$ cat config.mk
export PLATFORM = sky130hd
export DESIGN_NAME = passcode_controller
export DESIGN_NICKNAME = d
export VERILOG_FILES = /design/src/rtl/passcode_controller_pkg.sv /design/src/rtl/passcode_controller_btn_sync_edge.sv /design/src/rtl/passcode_controller.sv
export SDC_FILE = /design/constraint.sdc
export NUM_CORES = 1
export LEC_CHECK = 0
export BUFFER_PORTS_ARGS = -buffer_cell sky130_fd_sc_hd__buf_2
export CORE_MARGIN = 10
export CORE_UTILIZATION = 62
export DETAILED_ROUTE_END_ITERATION = 16
export GPL_ROUTABILITY_DRIVEN = 0
export PLACE_DENSITY_LB_ADDON = 0.2
export SLEW_MARGIN = 20
export SYNTH_ARGS = -nofsm -noshare
export SYNTH_HDL_FRONTEND = slang
export SYNTH_SLANG_ARGS = --single-unit
$ cat constraint.sdc
create_clock -name clk -period 2.75 [get_ports clk]
set_input_delay 0.4125 -clock clk [delete_from_list [all_inputs] [get_ports clk]]
set_output_delay 0.4125 -clock clk [all_outputs]
set_load 0.03 [all_outputs]
$ cat src/rtl/passcode_controller_pkg.sv
// Shared types and constants for the alarm passcode controller: system and
// controller state enums, clock rate, digit width and small decode helpers.
package passcode_controller_pkg;

   localparam int unsigned CLK_HZ  = 50_000_000;
   localparam int          DIGIT_W = 4;

   typedef enum logic [1:0] {
      SYS_IDLE,
      SYS_SET,
      SYS_TRIGGER,
      SYS_ALERT
   } fsm_state_t;

   typedef enum logic [2:0] {
      PC_IDLE,
      PC_ENTRY,
      PC_CHECK,
      PC_NEWCODE,
      PC_LOCKOUT
   } pc_state_t;

   typedef enum logic {
      MODE_VERIFY,
      MODE_CHANGE
   } pc_mode_t;

   // Verify sessions are only meaningful while the alarm is armed or counting down.
   function automatic logic is_armed(input fsm_state_t s);
      return (s == SYS_SET) || (s == SYS_TRIGGER);
   endfunction

   function automatic logic is_bcd(input logic [DIGIT_W-1:0] d);
      return d <= DIGIT_W'(9);
   endfunction

endpackage

$ cat src/rtl/passcode_controller_btn_sync_edge.sv
// Two-flop synchroniser for a raw active-low button, followed by a falling-edge
// detector producing a single-cycle press pulse.
module passcode_controller_btn_sync_edge (
   input  logic clk,
   input  logic rst,
   input  logic i_btn_n,
   output logic o_press_p
);

   logic r_sync1;
   logic r_sync2;
   logic r_prev;

   always_ff @(posedge clk or negedge rst) begin
      if (!rst) begin
         // NOTE: reset to the released (high) level so leaving reset never looks like a press.
         r_sync1 <= 1'b1;
         r_sync2 <= 1'b1;
         r_prev  <= 1'b1;
      end else begin
         r_sync1 <= i_btn_n;
         r_sync2 <= r_sync1;
         r_prev  <= r_sync2;
      end
   end

   assign o_press_p = r_prev & ~r_sync2;

endmodule

$ cat src/rtl/passcode_controller.sv
// Keypad passcode sequencer: collects BCD digits on Enter presses, verifies or
// changes the stored code, and enforces lockout after repeated failures.
module passcode_controller
   import passcode_controller_pkg::*;
#(
   parameter int                          DIGITS         = 4,
   parameter logic [DIGITS*DIGIT_W-1:0]   DEFAULT_CODE   = 16'h1234,
   parameter int unsigned                 MAX_TRIES      = 3,
   parameter int unsigned                 LOCKOUT_CYCLES = 5 * CLK_HZ,
   parameter int unsigned                 TIMEOUT_CYCLES = 10 * CLK_HZ
) (
   input  logic               clk,
   input  logic               rst,
   input  fsm_state_t         system_state,
   input  logic [DIGIT_W-1:0] digit_in,
   input  logic               btn_enter,
   input  logic               btn_change,
   output logic               passcode_correct,
   output logic               passcode_wrong,
   output logic               code_updated,
   output logic               locked_out,
   output logic [2:0]         digit_count
);

   localparam int CODE_W = DIGITS * DIGIT_W;
   localparam int TRY_W  = $clog2(MAX_TRIES + 1);
   localparam int GAP_W  = $clog2(TIMEOUT_CYCLES + 1);
   localparam int LOCK_W = $clog2(LOCKOUT_CYCLES + 1);

   pc_state_t         r_state;
   pc_mode_t          r_mode;
   logic [CODE_W-1:0] r_code;
   logic [CODE_W-1:0] r_buf;
   logic [2:0]        r_count;
   logic [TRY_W-1:0]  r_tries;
   logic [GAP_W-1:0]  r_gap;
   logic [LOCK_W-1:0] r_lock;
   logic              r_correct;
   logic              r_wrong;
   logic              r_updated;
   logic              r_locked;

   logic              w_enter_p;
   logic              w_change_p;
   logic              w_armed;
   logic              w_sys_idle;
   logic              w_digit_ok;
   logic              w_accept;
   logic              w_last;
   logic              w_abort;
   logic              w_gap_done;
   logic              w_lock_done;
   logic [CODE_W-1:0] w_shifted;
   logic [TRY_W-1:0]  w_tries_inc;

   passcode_controller_btn_sync_edge u_enter_sync (
      .clk       (clk),
      .rst       (rst),
      .i_btn_n   (btn_enter),
      .o_press_p (w_enter_p)
   );

   passcode_controller_btn_sync_edge u_change_sync (
      .clk       (clk),
      .rst       (rst),
      .i_btn_n   (btn_change),
      .o_press_p (w_change_p)
   );

   assign w_armed     = is_armed(system_state);
   assign w_sys_idle  = (system_state == SYS_IDLE);
   assign w_digit_ok  = is_bcd(digit_in);
   assign w_accept    = w_enter_p & w_digit_ok;
   assign w_last      = (r_count == 3'(DIGITS - 1));
   assign w_abort     = (r_mode == MODE_VERIFY) ? !w_armed : !w_sys_idle;
   assign w_shifted   = {r_buf[CODE_W-DIGIT_W-1:0], digit_in};
   assign w_gap_done  = (r_gap == GAP_W'(TIMEOUT_CYCLES - 1));
   assign w_lock_done = (r_lock == LOCK_W'(LOCKOUT_CYCLES - 1));
   assign w_tries_inc = (r_tries == TRY_W'(MAX_TRIES)) ? r_tries : r_tries + TRY_W'(1);

   always_ff @(posedge clk or negedge rst) begin
      if (!rst) begin
         r_state   <= PC_IDLE;
         r_mode    <= MODE_VERIFY;
         r_code    <= DEFAULT_CODE;
         r_buf     <= '0;
         r_count   <= '0;
         r_tries   <= '0;
         r_gap     <= '0;
         r_lock    <= '0;
         r_correct <= 1'b0;
         r_wrong   <= 1'b0;
         r_updated <= 1'b0;
         r_locked  <= 1'b0;
      end else begin
         // NOTE: pulse outputs default low each cycle; later assignments in this block win.
         r_correct <= 1'b0;
         r_wrong   <= 1'b0;
         r_updated <= 1'b0;

         unique case (r_state)
            PC_IDLE: begin
               r_buf   <= '0;
               r_count <= '0;
               r_gap   <= '0;
               if (w_change_p && w_sys_idle) begin
                  r_state <= PC_ENTRY;
                  r_mode  <= MODE_CHANGE;
               end else if (w_enter_p && w_armed) begin
                  r_state <= PC_ENTRY;
                  r_mode  <= MODE_VERIFY;
                  if (w_digit_ok) begin
                     r_buf   <= w_shifted;
                     r_count <= 3'd1;
                  end
               end
            end

            PC_ENTRY, PC_NEWCODE: begin
               if (w_abort) begin
                  r_state <= PC_IDLE;
                  r_buf   <= '0;
                  r_count <= '0;
               end else if (w_accept) begin
                  r_buf <= w_shifted;
                  r_gap <= '0;
                  if (!w_last) begin
                     r_count <= r_count + 3'd1;
                  end else if (r_state == PC_ENTRY) begin
                     r_count <= r_count + 3'd1;
                     r_state <= PC_CHECK;
                  end else begin
                     // New code is committed only once every digit has arrived.
                     r_code    <= w_shifted;
                     r_updated <= 1'b1;
                     r_buf     <= '0;
                     r_count   <= '0;
                     r_state   <= PC_IDLE;
                  end
               end else if (w_gap_done) begin
                  r_state <= PC_IDLE;
                  r_buf   <= '0;
                  r_count <= '0;
               end else begin
                  r_gap <= r_gap + GAP_W'(1);
               end
            end

            PC_CHECK: begin
               r_buf   <= '0;
               r_count <= '0;
               r_gap   <= '0;
               if (w_abort) begin
                  r_state <= PC_IDLE;
               end else if (r_buf == r_code) begin
                  r_tries <= '0;
                  if (r_mode == MODE_CHANGE) begin
                     r_state <= PC_NEWCODE;
                  end else begin
                     r_correct <= 1'b1;
                     r_state   <= PC_IDLE;
                  end
               end else begin
                  r_wrong <= 1'b1;
                  r_tries <= w_tries_inc;
                  if (w_tries_inc == TRY_W'(MAX_TRIES)) begin
                     r_state  <= PC_LOCKOUT;
                     r_locked <= 1'b1;
                     r_lock   <= '0;
                  end else begin
                     r_state <= PC_IDLE;
                  end
               end
            end

            PC_LOCKOUT: begin
               if (w_lock_done) begin
                  r_state  <= PC_IDLE;
                  r_locked <= 1'b0;
                  r_tries  <= '0;
                  r_lock   <= '0;
               end else begin
                  r_lock <= r_lock + LOCK_W'(1);
               end
            end

            default: r_state <= PC_IDLE;
         endcase
      end
   end

   assign passcode_correct = r_correct;
   assign passcode_wrong   = r_wrong;
   assign code_updated     = r_updated;
   assign locked_out       = r_locked;
   assign digit_count      = r_count;

endmodule

# == Word level (Yosys, flattened, before mapping) ==
# Index checks and enable logic that the tools add are counted.
# classes
n_addsub,4
n_eq_ne,21
n_reduce_logical,21
n_bitwise,7
n_lt_le_gt_ge,1
n_mux,64
# op_table
op,n
2-to-1 mux 16 bit,8
2-to-1 mux 28 bit,4
2-to-1 mux 29 bit,3
one-hot mux 29 bit (2 select lines),1
one-hot mux 28 bit (2 select lines),1
one-hot mux 16 bit (3 select lines),1
2-to-1 mux 3 bit,14
adder 29 x 1 -> 29 bit (second input constant),1
equality test 29 bit (second input constant),1
adder 28 x 1 -> 28 bit (second input constant),1
equality test 28 bit (second input constant),1
2-to-1 mux 1 bit,22
equality test 16 bit,1
2-to-1 mux 2 bit,6
one-hot mux 3 bit (4 select lines),1
inequality test 2 bit (second input constant),5
AND reduction 5 bit,2
equality test 3 x 2 -> 1 bit (second input constant),3
one-hot mux 3 bit (3 select lines),1
inequality test 4 bit (second input constant),2
AND reduction 4 bit,2
equality test 2 bit (second input constant),3
inequality test 3 bit (second input constant),2
AND reduction 3 bit,2
19 further kinds,30
# word_totals
register_bits,108
output_inout_bits,7
elab_cells,136

# == Logic depth before layout (Yosys ltp) ==
# logic_depth
ltp_word,7
ltp_mapped,9
depth_no_buf,7

# == Hierarchy ==
# A second synthesis with hierarchy kept.
# hier_totals
hier_cells,583
hier_area_um2,5626.6
# modules_own_cells
mod,area_each_um2,seq_area_each_um2,instances,cells_each
passcode_controller,5441.5,2558.7,1,575
passcode_controller_btn_sync_edge,92.6,78.8,2,4

# == Worst setup path before layout ==
# No wires, ideal clock.
# synth_path
path_kind,input to register
startpoint,input port system_state[0]
endpoint,register r_code[0]
arrival_time_ns,2.027
path_slack_ns,0.598
stages,9
setup_ns,0.125
path_buffers,2
cell_sequence,inv_1 ha_1 mux2_2 nand3_1 nor2_1 and2_1 buf_2 buf_4 mux2_2
# synth_between
elab_chain_cells,6
word_cells_on_any_way,9
# synth_rtl
element,line_no,source
start: declaration,passcode_controller.sv:14,"input fsm_state_t system_state,"
equality test 2 x 1 -> 1 bit / equality test 2 bit (equally long branches),passcode_controller_pkg.sv:30,return (s == SYS_SET) || (s == SYS_TRIGGER);
logical OR 1 bit,passcode_controller_pkg.sv:30,
logical NOT 1 bit,passcode_controller.sv:75,assign w_abort = (r_mode == MODE_VERIFY) ? !w_armed : !w_sys_idle;
2-to-1 mux 1 bit (*),passcode_controller.sv:75,
NOT 1 bit (no line) (*),-,
AND reduction 5 bit (no line) (*),-,
end signal: assignment,passcode_controller.sv:134,r_code <= w_shifted;
end: declaration,passcode_controller.sv:32,logic [CODE_W-1:0] r_code;
# Every way passes the cells marked *; elsewhere a longest branch is shown, timed or not.
# A chain may end at the register's enable or synchronous reset.

# == Worst setup path in the final report ==
# layout_path
startpoint,register r_gap[1]
endpoint,register r_gap[0]
# layout_between
elab_chain_cells,3
# layout_rtl
element,line_no,source
start: declaration,passcode_controller.sv:36,logic [GAP_W-1:0] r_gap;
start signal: assignment,passcode_controller.sv:145,r_gap <= r_gap + GAP_W'(1);
equality test 29 bit,passcode_controller.sv:77,assign w_gap_done = (r_gap == GAP_W'(TIMEOUT_CYCLES - 1));
inequality test 3 bit (no line),-,
AND reduction 3 bit (no line),-,
# No other way between the ends.

==> out/results.txt <==
Detail Placement HPWL -> 8450 um
CTS max path bufs -> 2
Die W -> 116 um
EDFF count, synth -> 0
placed cell area -> 5950 um^2
Critical Path Source Type -> flip-flop
CTS clk-pin slew, worst paths -> 100 ps
Top Ports -> 17
FFs w/ async S/R, synth -> 1.00
Tmin final -> 2450 ps
I/O Buffers -> 16
via count -> 4643
clk root buf -> clkbuf_8
number of H-tree levels -> 3
1st-iter DRT viols -> 305
post_cts resized -> 0
Clock Latency Late Sink -> 380 ps
area of the core -> 9150 um^2
Post-Syn Instances -> 589
status -> complete, no violations
synth-to-layout area growth -> 7.73%
Final Hold Viols -> 0
Worst slew margin -> 0.578
initial antenna violation count -> 0
FP Rows -> 35
Slew @ Worst Pin -> 627 ps
Syn Std Cell Area -> 5750 um^2
WL per Instance -> 16.8 um
Num CTS Buffers -> 9
CTS tree -> done
sw frac -> 0.398
most common cell after layout, fill and taps aside -> dfrtp_1
Sink Count -> 108
Synth Register Bits -> 108
crit path DAT -> 2690 ps
clk_skew -> 7.62 ps
Most used DFF post-synth -> dfrtp_1
n_diodes -> 0
Synth area leaders -> dfrtp_1, dfstp_2, nand2_1
Synth area leader -> dfrtp_1
Final Setup Violations -> 0
CP Capture Type -> flip-flop
Combinational Power Share -> 0.381
Cell variety after synth -> 60
NetSw -> 0.00204 W
die height -> 116 um
syn_area_per_cell -> 9.76 um^2
Max Clock Freq -> 409 MHz
setup tns final -> 0 ps
Residual DRC -> 0
Routed WL -> 12100 um
pin count of the biggest net entering global routing -> 51
Clk pwr share -> 0.216
Mapped Nets -> 603
Final nets -> 620
fin crit share -> 0.890
VDD IR max -> 0.861 mV
Vias/cell -> 6.43
Critical Setup Path Class -> flip-flop to flip-flop
Power Density -> 825 nW/um^2
Total Routing Usage GR -> 0.191
post-route ant nets -> 0
Int Power -> 0.00307 W
CP Max Fanout -> 15
post-CTS setup buffer count -> 0
RSZ-0062 raised after global routing -> no
first-pass GRT wire length -> 21200 um
Static Leak -> 2.60 nW
vias in the first global route -> 4530
Syn. warnings -> 0
sequential share of power -> 0.404
grt ovf -> 0
Final Slew Violations -> 0
Layout Cells excl Fill -> 722
worst path required time -> 2990 ps
max-cap violation count -> 0
Final Total Pwr -> 0.00511 W
starting density of the core -> 0.628
worst min path class -> input port to flip-flop
Inst Count DP -> 705
register area share after synthesis -> 0.473
layout cells sized above 1 -> 0.151
first drt pass iteration count -> 5
top-area cell type share of the netlist area -> 0.422
most frequent cells in the layout -> dfrtp_1, nand2_1, o21ai_0
cell area after layout -> 6190 um^2
die area -> 13500 um^2
-- power groups by stage --
stage | combinational (W) | clock [W] | sequential [W]
floorplan | 0.00151 | 0 | 0.00201
global placement | 0.00187 | 0 | 0.00207
detailed placement | 0.00192 | 0 | 0.00209
CTS | 0.00193 | 0.00113 | 0.00206
global route | 0.00219 | 0.00120 | 0.00211
finish | 0.00194 | 0.00110 | 0.00206
-- layer usage --
layer / global-route usage / wire length (um) / up-vias
li1: - / - / 2211
met1: 0.237 / 5310 / 2300
met2: 0.328 / 6170 / 106
met3: 0.0380 / 462 / 26
met4: 0.0592 / 196 / 0
met5: 0 / 0 / -
-- flip-flops by register name, indices dropped and copies added, names as in the netlist, 2 cells and up --
| register | flops |
|---|---|
| r_gap | 29 |
| r_state | 3 |
| r_code | 16 |
| r_tries | 2 |
| digit_count | 3 |
| r_buf | 16 |
| r_lock | 28 |
-- cells in the mapped netlist, types with 4 or more instances --
master	n
buf_2	9
mux2_2	17
nor2b_1	4
nor3_1	6
o41ai_1	6
xnor2_1	16
nor4_1	5
or3_1	6
nor4_2	5
ha_1	4
a41oi_1	10
nor2_1	25
o31ai_1	17
and3_1	8
clkbuf_1	8
dfstp_2	11
nand4_1	18
nand2_1	62
o21a_1	4
buf_4	4
o211ai_1	6
a21oi_1	30
a21o_1	6
and2_1	6
inv_1	35
mux2i_1	20
a31oi_1	30
dfrtp_1	97
o21ai_0	38
or4_1	7
nand3_1	27
-- critical path, cell delays in order (launching register included) --
cell     delay [ps]
dfrtp_1         410
ha_1            260
nand4_1         150
nor4_2          500
a41oi_1         320
nand2_1         510
o21ai_0         160
-- path summary, 6_finish.rpt --
check	from	end	slack (ps)	depth (start not counted)
max in group asynchronous	rst	u_enter_sync.r_sync1$_DFF_PN1_	1480	3
worst max-delay path	r_gap[1]$_DFFE_PN0P_	r_gap[0]$_DFFE_PN0P_	300	6
min in group asynchronous	rst	r_gap[4]$_DFFE_PN0P_	520	2
worst min-delay path	btn_change	u_change_sync.r_sync1$_DFF_PN1_	120	1
worst max register to register	r_gap[1]$_DFFE_PN0P_	r_gap[0]$_DFFE_PN0P_	300	6
worst min register to register	u_enter_sync.r_sync1$_DFF_PN1_	u_enter_sync.r_sync2$_DFF_PN1_	360	0
-- kinds of logic (layout without fill, tap and decap cells) --
group	Yosys count	in the layout	synth area share
AOI/OAI and AO/OA	162	162	0.183
xor gates and xnor gates	16	16	0.0244
adders and majority gates	4	4	0.00871
buffers and inverters	63	85	0.0529
DFF	108	108	0.473
muxes	37	37	0.0681
and+or+nand+nor	199	199	0.191
-- metrics by stage --
step	setup WS, ps	utilization	hold slack [ps]
2_1_floorplan	598	-	117
3_3_place_gp	318	0.650	347
3_5_place_dp	180	0.650	347
4_1_cts	361	0.676	107
5_1_grt	176	0.676	102
6_report	302	0.676	122
-- what timing repair did --
item,in CTS,in global routing
hold buffers,1,0
endpoints found under the hold margin,32,0
setup endpoints to repair,0,0
-- cell type report --
type | instances | area, um^2
inverter | 35 | 131
multi-input combinational | 418 | 2740
tap | 111 | 139
clock buffer | 10 | 138
timing repair buffer | 34 | 233
fill | 712 | 2960
clock inverter | 6 | 95.1
sequential | 108 | 2720
(Power assumes the default switching activity.)
